===== src/rtl/pc_unit_if.sv =====
// Command/status bundle between the fetch sequencer and the program-counter stage.
// The master issues commands; the slave (pc_unit) returns pc and stack status.
interface pc_unit_if #(
  parameter int WIDTH = 16,
  parameter int DEPTH = 4
);
  localparam int SPW = $clog2(DEPTH + 1);

  logic             en;
  logic             inc;
  logic             jmp;
  logic             call;
  logic             ret;
  logic [WIDTH-1:0] addr;
  logic             clr_err;
  logic [WIDTH-1:0] pc;
  logic [SPW-1:0]   sp_level;
  logic             stk_full;
  logic             stk_empty;
  logic             overflow;
  logic             underflow;

  modport master (
    output en, inc, jmp, call, ret, addr, clr_err,
    input  pc, sp_level, stk_full, stk_empty, overflow, underflow
  );

  modport slave (
    input  en, inc, jmp, call, ret, addr, clr_err,
    output pc, sp_level, stk_full, stk_empty, overflow, underflow
  );
endinterface


===== src/rtl/pc_unit.sv =====
// Program counter with increment/jump/call/return and a small return-address stack.
// Command priority is call > ret > jmp > inc; error flags are sticky until clr_err.
module pc_unit #(
  parameter int               WIDTH     = 16,
  parameter int               DEPTH     = 4,
  parameter logic [WIDTH-1:0] RESET_VEC = {WIDTH{1'b0}}
) (
  input logic       clk,
  input logic       rst_n,
  pc_unit_if.slave  bus
);
  localparam int SPW = $clog2(DEPTH + 1);

  logic [WIDTH-1:0] pc_q, pc_d;
  logic [SPW-1:0]   sp_q, sp_d;
  logic [WIDTH-1:0] stack_q [DEPTH];
  logic [WIDTH-1:0] stack_d [DEPTH];
  logic             ovf_q, ovf_d;
  logic             unf_q, unf_d;
  logic [WIDTH-1:0] pc_inc_s;
  logic [WIDTH-1:0] top_s;
  logic             full_s;
  logic             empty_s;

  assign pc_inc_s = pc_q + WIDTH'(1);
  assign full_s   = (sp_q == SPW'(DEPTH));
  assign empty_s  = (sp_q == SPW'(0));

  // Entry currently on top of the stack (only meaningful when not empty).
  always_comb begin
    top_s = {WIDTH{1'b0}};
    for (int i = 0; i < DEPTH; i++) begin
      if (SPW'(i) == sp_q - SPW'(1)) begin
        top_s = stack_q[i];
      end else begin
        top_s = top_s;
      end
    end
  end

  // Next-state: clear is honoured even when en=0, and a new error overrides it.
  always_comb begin
    pc_d    = pc_q;
    sp_d    = sp_q;
    stack_d = stack_q;
    ovf_d   = ovf_q & ~bus.clr_err;
    unf_d   = unf_q & ~bus.clr_err;
    if (bus.en) begin
      if (bus.call) begin
        if (full_s) begin
          ovf_d = 1'b1;
        end else begin
          for (int i = 0; i < DEPTH; i++) begin
            if (SPW'(i) == sp_q) begin
              stack_d[i] = pc_inc_s;
            end else begin
              stack_d[i] = stack_q[i];
            end
          end
          sp_d = sp_q + SPW'(1);
          pc_d = bus.addr;
        end
      end else if (bus.ret) begin
        if (empty_s) begin
          unf_d = 1'b1;
        end else begin
          pc_d = top_s;
          sp_d = sp_q - SPW'(1);
        end
      end else if (bus.jmp) begin
        pc_d = bus.addr;
      end else if (bus.inc) begin
        pc_d = pc_inc_s;
      end else begin
        pc_d = pc_q;
      end
    end else begin
      pc_d = pc_q;
    end
  end

  // State registers; stack contents are cleared only for determinism.
  always_ff @(posedge clk or negedge rst_n) begin
    if (!rst_n) begin
      pc_q  <= RESET_VEC;
      sp_q  <= {SPW{1'b0}};
      ovf_q <= 1'b0;
      unf_q <= 1'b0;
      for (int i = 0; i < DEPTH; i++) begin
        stack_q[i] <= {WIDTH{1'b0}};
      end
    end else begin
      pc_q    <= pc_d;
      sp_q    <= sp_d;
      ovf_q   <= ovf_d;
      unf_q   <= unf_d;
      stack_q <= stack_d;
    end
  end

  assign bus.pc        = pc_q;
  assign bus.sp_level  = sp_q;
  assign bus.stk_full  = full_s;
  assign bus.stk_empty = empty_s;
  assign bus.overflow  = ovf_q;
  assign bus.underflow = unf_q;
endmodule

===== src/flat_wrapper.sv =====
// flat-port wrapper written by rule: the top's interface ports become plain ports
module pc_unit_flat 
#(
  parameter int               WIDTH     = 16,
  parameter int               DEPTH     = 4,
  parameter logic [WIDTH-1:0] RESET_VEC = {WIDTH{1'b0}}
)
  (clk, rst_n, bus_en, bus_inc, bus_jmp, bus_call, bus_ret, bus_addr, bus_clr_err, bus_pc, bus_sp_level, bus_stk_full, bus_stk_empty, bus_overflow, bus_underflow);
  pc_unit_if #(.WIDTH(WIDTH), .DEPTH(DEPTH)) bus_i ();
  input logic clk;
  input logic rst_n;
  input wire logic [$bits(bus_i.en)-1:0] bus_en;
  input wire logic [$bits(bus_i.inc)-1:0] bus_inc;
  input wire logic [$bits(bus_i.jmp)-1:0] bus_jmp;
  input wire logic [$bits(bus_i.call)-1:0] bus_call;
  input wire logic [$bits(bus_i.ret)-1:0] bus_ret;
  input wire logic [$bits(bus_i.addr)-1:0] bus_addr;
  input wire logic [$bits(bus_i.clr_err)-1:0] bus_clr_err;
  output wire logic [$bits(bus_i.pc)-1:0] bus_pc;
  output wire logic [$bits(bus_i.sp_level)-1:0] bus_sp_level;
  output wire logic [$bits(bus_i.stk_full)-1:0] bus_stk_full;
  output wire logic [$bits(bus_i.stk_empty)-1:0] bus_stk_empty;
  output wire logic [$bits(bus_i.overflow)-1:0] bus_overflow;
  output wire logic [$bits(bus_i.underflow)-1:0] bus_underflow;
  assign bus_i.en = bus_en;
  assign bus_i.inc = bus_inc;
  assign bus_i.jmp = bus_jmp;
  assign bus_i.call = bus_call;
  assign bus_i.ret = bus_ret;
  assign bus_i.addr = bus_addr;
  assign bus_i.clr_err = bus_clr_err;
  assign bus_pc = bus_i.pc;
  assign bus_sp_level = bus_i.sp_level;
  assign bus_stk_full = bus_i.stk_full;
  assign bus_stk_empty = bus_i.stk_empty;
  assign bus_overflow = bus_i.overflow;
  assign bus_underflow = bus_i.underflow;
  pc_unit #(.WIDTH(WIDTH), .DEPTH(DEPTH), .RESET_VEC(RESET_VEC)) u_core (.clk(clk), .rst_n(rst_n), .bus(bus_i));
endmodule

===== config.mk =====
export PLATFORM = sky130hd
export DESIGN_NAME = pc_unit_flat
export DESIGN_NICKNAME = d
export VERILOG_FILES = /design/src/rtl/pc_unit_if.sv /design/src/rtl/pc_unit.sv /design/src/flat_wrapper.sv
export SDC_FILE = /design/constraint.sdc
export NUM_CORES = 1
export LEC_CHECK = 0
export CORE_ASPECT_RATIO = 1.75
export CORE_UTILIZATION = 61
export CTS_CLUSTER_DIAMETER = 80
export CTS_CLUSTER_SIZE = 12
export DETAILED_ROUTE_END_ITERATION = 10
export PLACE_DENSITY = 0.85
export SYNTH_ARGS = -nofsm -noshare
export SYNTH_HDL_FRONTEND = slang
export SYNTH_SLANG_ARGS = --single-unit
export TNS_END_PERCENT = 5

===== constraint.sdc =====
create_clock -name clk -period 5.1 [get_ports clk]
set_clock_uncertainty 0.1 [all_clocks]
set_input_delay 0.765 -clock clk [delete_from_list [all_inputs] [get_ports clk]]
set_output_delay 0.765 -clock clk [all_outputs]
set_load 0.02 [all_outputs]

-- After elaboration in Yosys (flattened, before gate mapping)
Cells that the tools add are included.
- muxes and demuxes: 21
- equal/unequal tests: 10
- add/sub/neg operators: 3
- reduce and logical (&&, ||, !) cells: 10
- bitwise gates (word level): 4
- operator list (operator ; count):
    $mux 16 ; 10
    $reduce_and 4->1 ; 6
    $add 16x1->16 const B ; 1
    $eq 2x3->1 const A ; 4
    $mux 3 ; 4
    $mux 1 ; 7
    $eq 1x3->1 const A ; 2
    $logic_not 3->1 ; 2
    $ne 2x2->1 const B ; 2
    $reduce_bool 4->1 ; 1
    $add 3x1->3 const B ; 1
    $eq 3x3->1 const B ; 1
    $ne 3x3->1 const B ; 1
    $sub 3x1->3 const B ; 1
    $and 1x1->1 ; 2
    $not 1->1 ; 2
    $reduce_bool 2->1 ; 1
- output and inout port bits: 23
- input port bits: 24
- register bits after elaboration: 85
- logic and storage cells: 56

-- Depth between registers and ports, before layout
- depth in word-level cells: 9
- gate-level depth with buffers: 10
- mapped depth without buffers: 7

-- Least setup slack after synthesis
OpenSTA, ideal clock, no wires.
- path kind: register -> register
- from: register u_core.sp_q[0] (netlist: u_core.bus.sp_level[0])
- to: register u_core.pc_q[15] (netlist: u_core.bus.pc[15])
- slack: 2727 ps
- cell stages (with the launch flop): 10
- path buffers: 2
- arrival: 2137 ps
- setup time: 136 ps
- cell sequence: dfrtp_1 > inv_1 > ha_1 > buf_6 > or2_1 > buf_2 > a221oi_1 > nor3_1 > a2111oi_0 > a31oi_1
- cells in the longest elaborated chain, start to end: 9
- elaborated cells between the ends (all ways): 17
- classes of those cells: add/sub (1); eq/ne (6); mux (7); reduce/logical (3)
- ends and longest elaborated chain (what ; RTL line ; text):
    from (decl) ; pc_unit.sv:15 ; logic [SPW-1:0] sp_q, sp_d;
    from (signal assigned) ; pc_unit.sv:86 ; sp_q <= {SPW{1'b0}};
    from (signal assigned) ; pc_unit.sv:94 ; sp_q <= sp_d;
    $sub 3x1->3 ; pc_unit.sv:33 ; if (SPW'(i) == sp_q - SPW'(1)) begin
    $logic_not 3->1 ; pc_unit.sv:33 ;
    $mux 16 (4 in a row) ; pc_unit.sv:33 ;
    $mux 16 ; pc_unit.sv:64 ; if (empty_s) begin
    $mux 16 ; pc_unit.sv:63 ; end else if (bus.ret) begin
    $mux 16 ; pc_unit.sv:49 ; if (bus.call) begin
    to (signal assigned) ; pc_unit.sv:93 ; pc_q <= pc_d;
    to (decl) ; pc_unit.sv:14 ; logic [WIDTH-1:0] pc_q, pc_d;
Parallel ways exist; a longest one is shown, timed or not. The select of a mux whose other input is x is not followed.
A chain may end at the register's enable or synchronous reset.

-- Worst setup path after layout
- from: register u_core.sp_q[0] (netlist: u_core.bus.sp_level[0])
- to: output bus_stk_empty
- cells in the longest elaborated chain, start to end: 1
- ends and longest elaborated chain (what ; RTL line ; text):
    $logic_not 3->1 ; pc_unit.sv:27 ; assign empty_s = (sp_q == SPW'(0));
    to (decl) ; flat_wrapper.sv:22 ; output wire logic [$bits(bus_i.stk_empty)-1:0] bus_stk_empty;
Every way passes these cells.

==> out/metrics.csv <==
metric,value,unit
status,finished clean,
gp_congestion,0.958,
grt_use_total,35.0,%
multi_input_area,2060,um2
worst_pin_slew,1.29,ns
nets,546,
grt_max_degree,86,
hp-class,reg2reg,
cp.required,4.24,ns
worstSetupPathType,reg2out,
end_kind,output port,
vias_per_cell,6.51,
postCtsSetupRepairBufs,0,
finalCritPeriodShare,69.9,%
place_hpwl,8.07,mm
die_y,114,um
dieArea,7570,um2
r2r_cells,6,
clockBufferDepth,2,
ys_ff_latch,85,
start_kind,flip-flop,
clock_latency,0.34,ns
post_cts_resized,0,
ant_nets,0,
leakagePower,2.17,nW
numCtsBuffers,9,
wirelength,12.1,mm
min_period,3.56,ns
io_buffers,46,
dr.pass1.iters,5,
rsz0062_at_grt,no,
die_x,66.2,um
fin_util,74.1,%
r2r-start,u_core.bus.sp_level[0],
p_per_area,619,nW/um2
reg2reg_to,u_core.stack_q[49],
fin_hold_ws,0.382,ns
hold_viol_final,0,
synth_flop_cell,dfrtp_1,
layout-drive-gt1-share,5.79,%
r2r_slack,1.85,ns
crit_path_max_incr_delay,0.69,ns
fmax,281,MHz
cp_common_cell,inv_1,
finalSetupTns,0,ns
min_from,u_core.stack_q[11],
grt_pass1_wl,19.5,mm
diodes,0,
wl_per_cell,20.1,um
synth-edff-count,0,
antenna_found_initial,0,
clkSlewWorstSetupHoldPaths,0.06,ns
drv_cap,0,
crit_path_top_delay_cell,clkdlybuf4s50_1,
rows,40,
cts_tree,yes,
worstPathArrival,2.70,ns
drc,0,
ys_warn_count,0,
min_to,u_core.stack_q[11],
syn_area,4400,um2
relSlewSlack,13.9,%
seqCellArea,2130,um2
area_growth_syn_to_layout,16.3,%
fin_ws,1.54,ns
place_inst,586,
cts_root_buf,clkbuf_16,
irDropWorstVdd,0.445,mV
synth_cell_types,49,
overflow,0,
ioPinCount,47,
setup_violations,0,
nFillCells,492,
dp_slack,1.59,ns
syn_inst,488,
worstPathCellList,"inv_1, ha_1, inv_1, nor2_1, clkdlybuf4s50_1",
hold_path_depth,2,
fin_cells,602,
vias,3922,
async_flop_share,100,%
drt_iter0_drc,466,
start_util,63.7,%
first_global_vias,3917,
slew_viol_final,0,
yosysSeqAreaShare,48.3,%
synth.net_count,521,
htreeDepth,3,
cts_hold_buf,0,
startpoint,u_core.bus.sp_level[0],
path_max_fanout,15,
syn_area_per_cell,9.02,um2
coreArea,6910,um2
cts_sinks,85,
[metrics by stage]
step / instance area [um2] / total power, W
final: 5120 / 0.00317
after global routing: 5120 / 0.00335
after CTS: 5120 / 0.00314
after detailed placement: 4830 / 0.00248
after global placement: 4830 / 0.00242
after floorplan: 4400 / 0.00203
[area by class of cell]
| cell class | count | share of cell area [%] |
|---|---|---|
| clock buffer | 10 | 4.47 |
| clock inverter | 6 | 1.22 |
| inverter | 15 | 1.10 |
| multi-input combinational | 353 | 40.2 |
| sequential | 85 | 41.6 |
| tap | 84 | 2.05 |
| timing repair buffer | 49 | 9.39 |
[worst max-delay path, delay by kind of cell, from the launching register on]
| family | cells | cell delay, ns |
|---|---|---|
| and+or+nand+nor | 1 | 0.31 |
| adders and majority gates | 1 | 0.40 |
| DFF | 1 | 0.44 |
| buffers and inverters | 3 | 1.21 |
[power by group]
| part | internal, W | leakage [nW] | switching, W | total (W) |
|---|---|---|---|---|
| registers | 0.000967 | 1.07 | 0.000259 | 0.00123 |
| clock network | 0.000380 | 0.147 | 0.000274 | 0.000654 |
| logic | 0.000508 | 0.952 | 0.000779 | 0.00129 |
[registers in the layout, indices dropped and copies added, names as in the netlist]
register and flops:
u_core.bus.overflow 1, u_core.bus.underflow 1, u_core.bus.pc 16, u_core.bus.sp_level 3
u_core.stack_q 64
[how the worst max path moves through the flow]
stage | to | slack [ns] | depth (start not counted)
floorplan | u_core.bus.pc[15] | 2.73 | 9
global placement | u_core.bus.pc[7] | 1.65 | 6
detailed placement | u_core.bus.pc[15] | 1.59 | 6
CTS | bus_stk_empty | 1.56 | 5
global route | bus_stk_empty | 1.39 | 5
finish | bus_stk_empty | 1.54 | 5
[placed cells by master, fill, tap and decap left out, drive strengths merged, types with 9 or more instances in the layout]
cell / n
clkbuf: 10
clkdlybuf4s50: 45
nand3: 10
xnor2: 16
dfrtp: 85
a21oi: 15
nor3: 19
ha: 9
o21ai: 86
nor2: 20
nand2: 82
a221oi: 14
inv: 16
o22ai: 18
[cell usage after synthesis (all sizes together), types with 2 or more instances]
library cell	count	share of area, %
a2111oi	2	0.40
a21o	4	0.68
a21oi	15	1.7
a221o	2	0.45
a221oi	14	2.8
a22o	2	0.40
a22oi	4	0.68
a31oi	4	0.57
buf	11	1.6
clkbuf	24	2.1
dfrtp	85	48
ha	9	2.6
inv	15	1.3
mux2	4	1.0
mux2i	2	0.45
nand2	82	7.0
nand2b	3	0.43
nand3	10	1.3
nand4	4	1.1
nor2	20	1.7
nor2b	2	0.28
nor3	19	2.3
nor3b	2	0.34
nor4	4	0.57
o21a	4	0.68
o21ai	86	9.8
o22ai	18	2.6
o31a	2	0.40
o31ai	5	0.85
or2	3	0.43
xnor2	16	3.2
xor2	2	0.40
[kinds of logic (layout without fill, tap and decap cells)]
group           after synthesis  in the layout  synth area share, %
buf+inv                      50             80                 4.92
fa+ha+maj                     9              9                 2.56
simple gates                152            152                 15.8
mux                           6              6                 1.48
compound gates              168            168                 23.4
flops                        85             85                 48.3
xor+xnor                     18             18                 3.58
[metal layers]
| metal | routed length [um] | global-route usage [%] | share of wire [%] |
|---|---|---|---|
| met1 | 4620 | 45.0 | 38 |
| met2 | 6120 | 55.6 | 51 |
| met3 | 964 | 8.17 | 8.0 |
| met4 | 391 | 16.0 | 3.2 |
| met5 | 0 | 0 | 0 |
No activity file was read; power rests on OpenSTA's default activity.
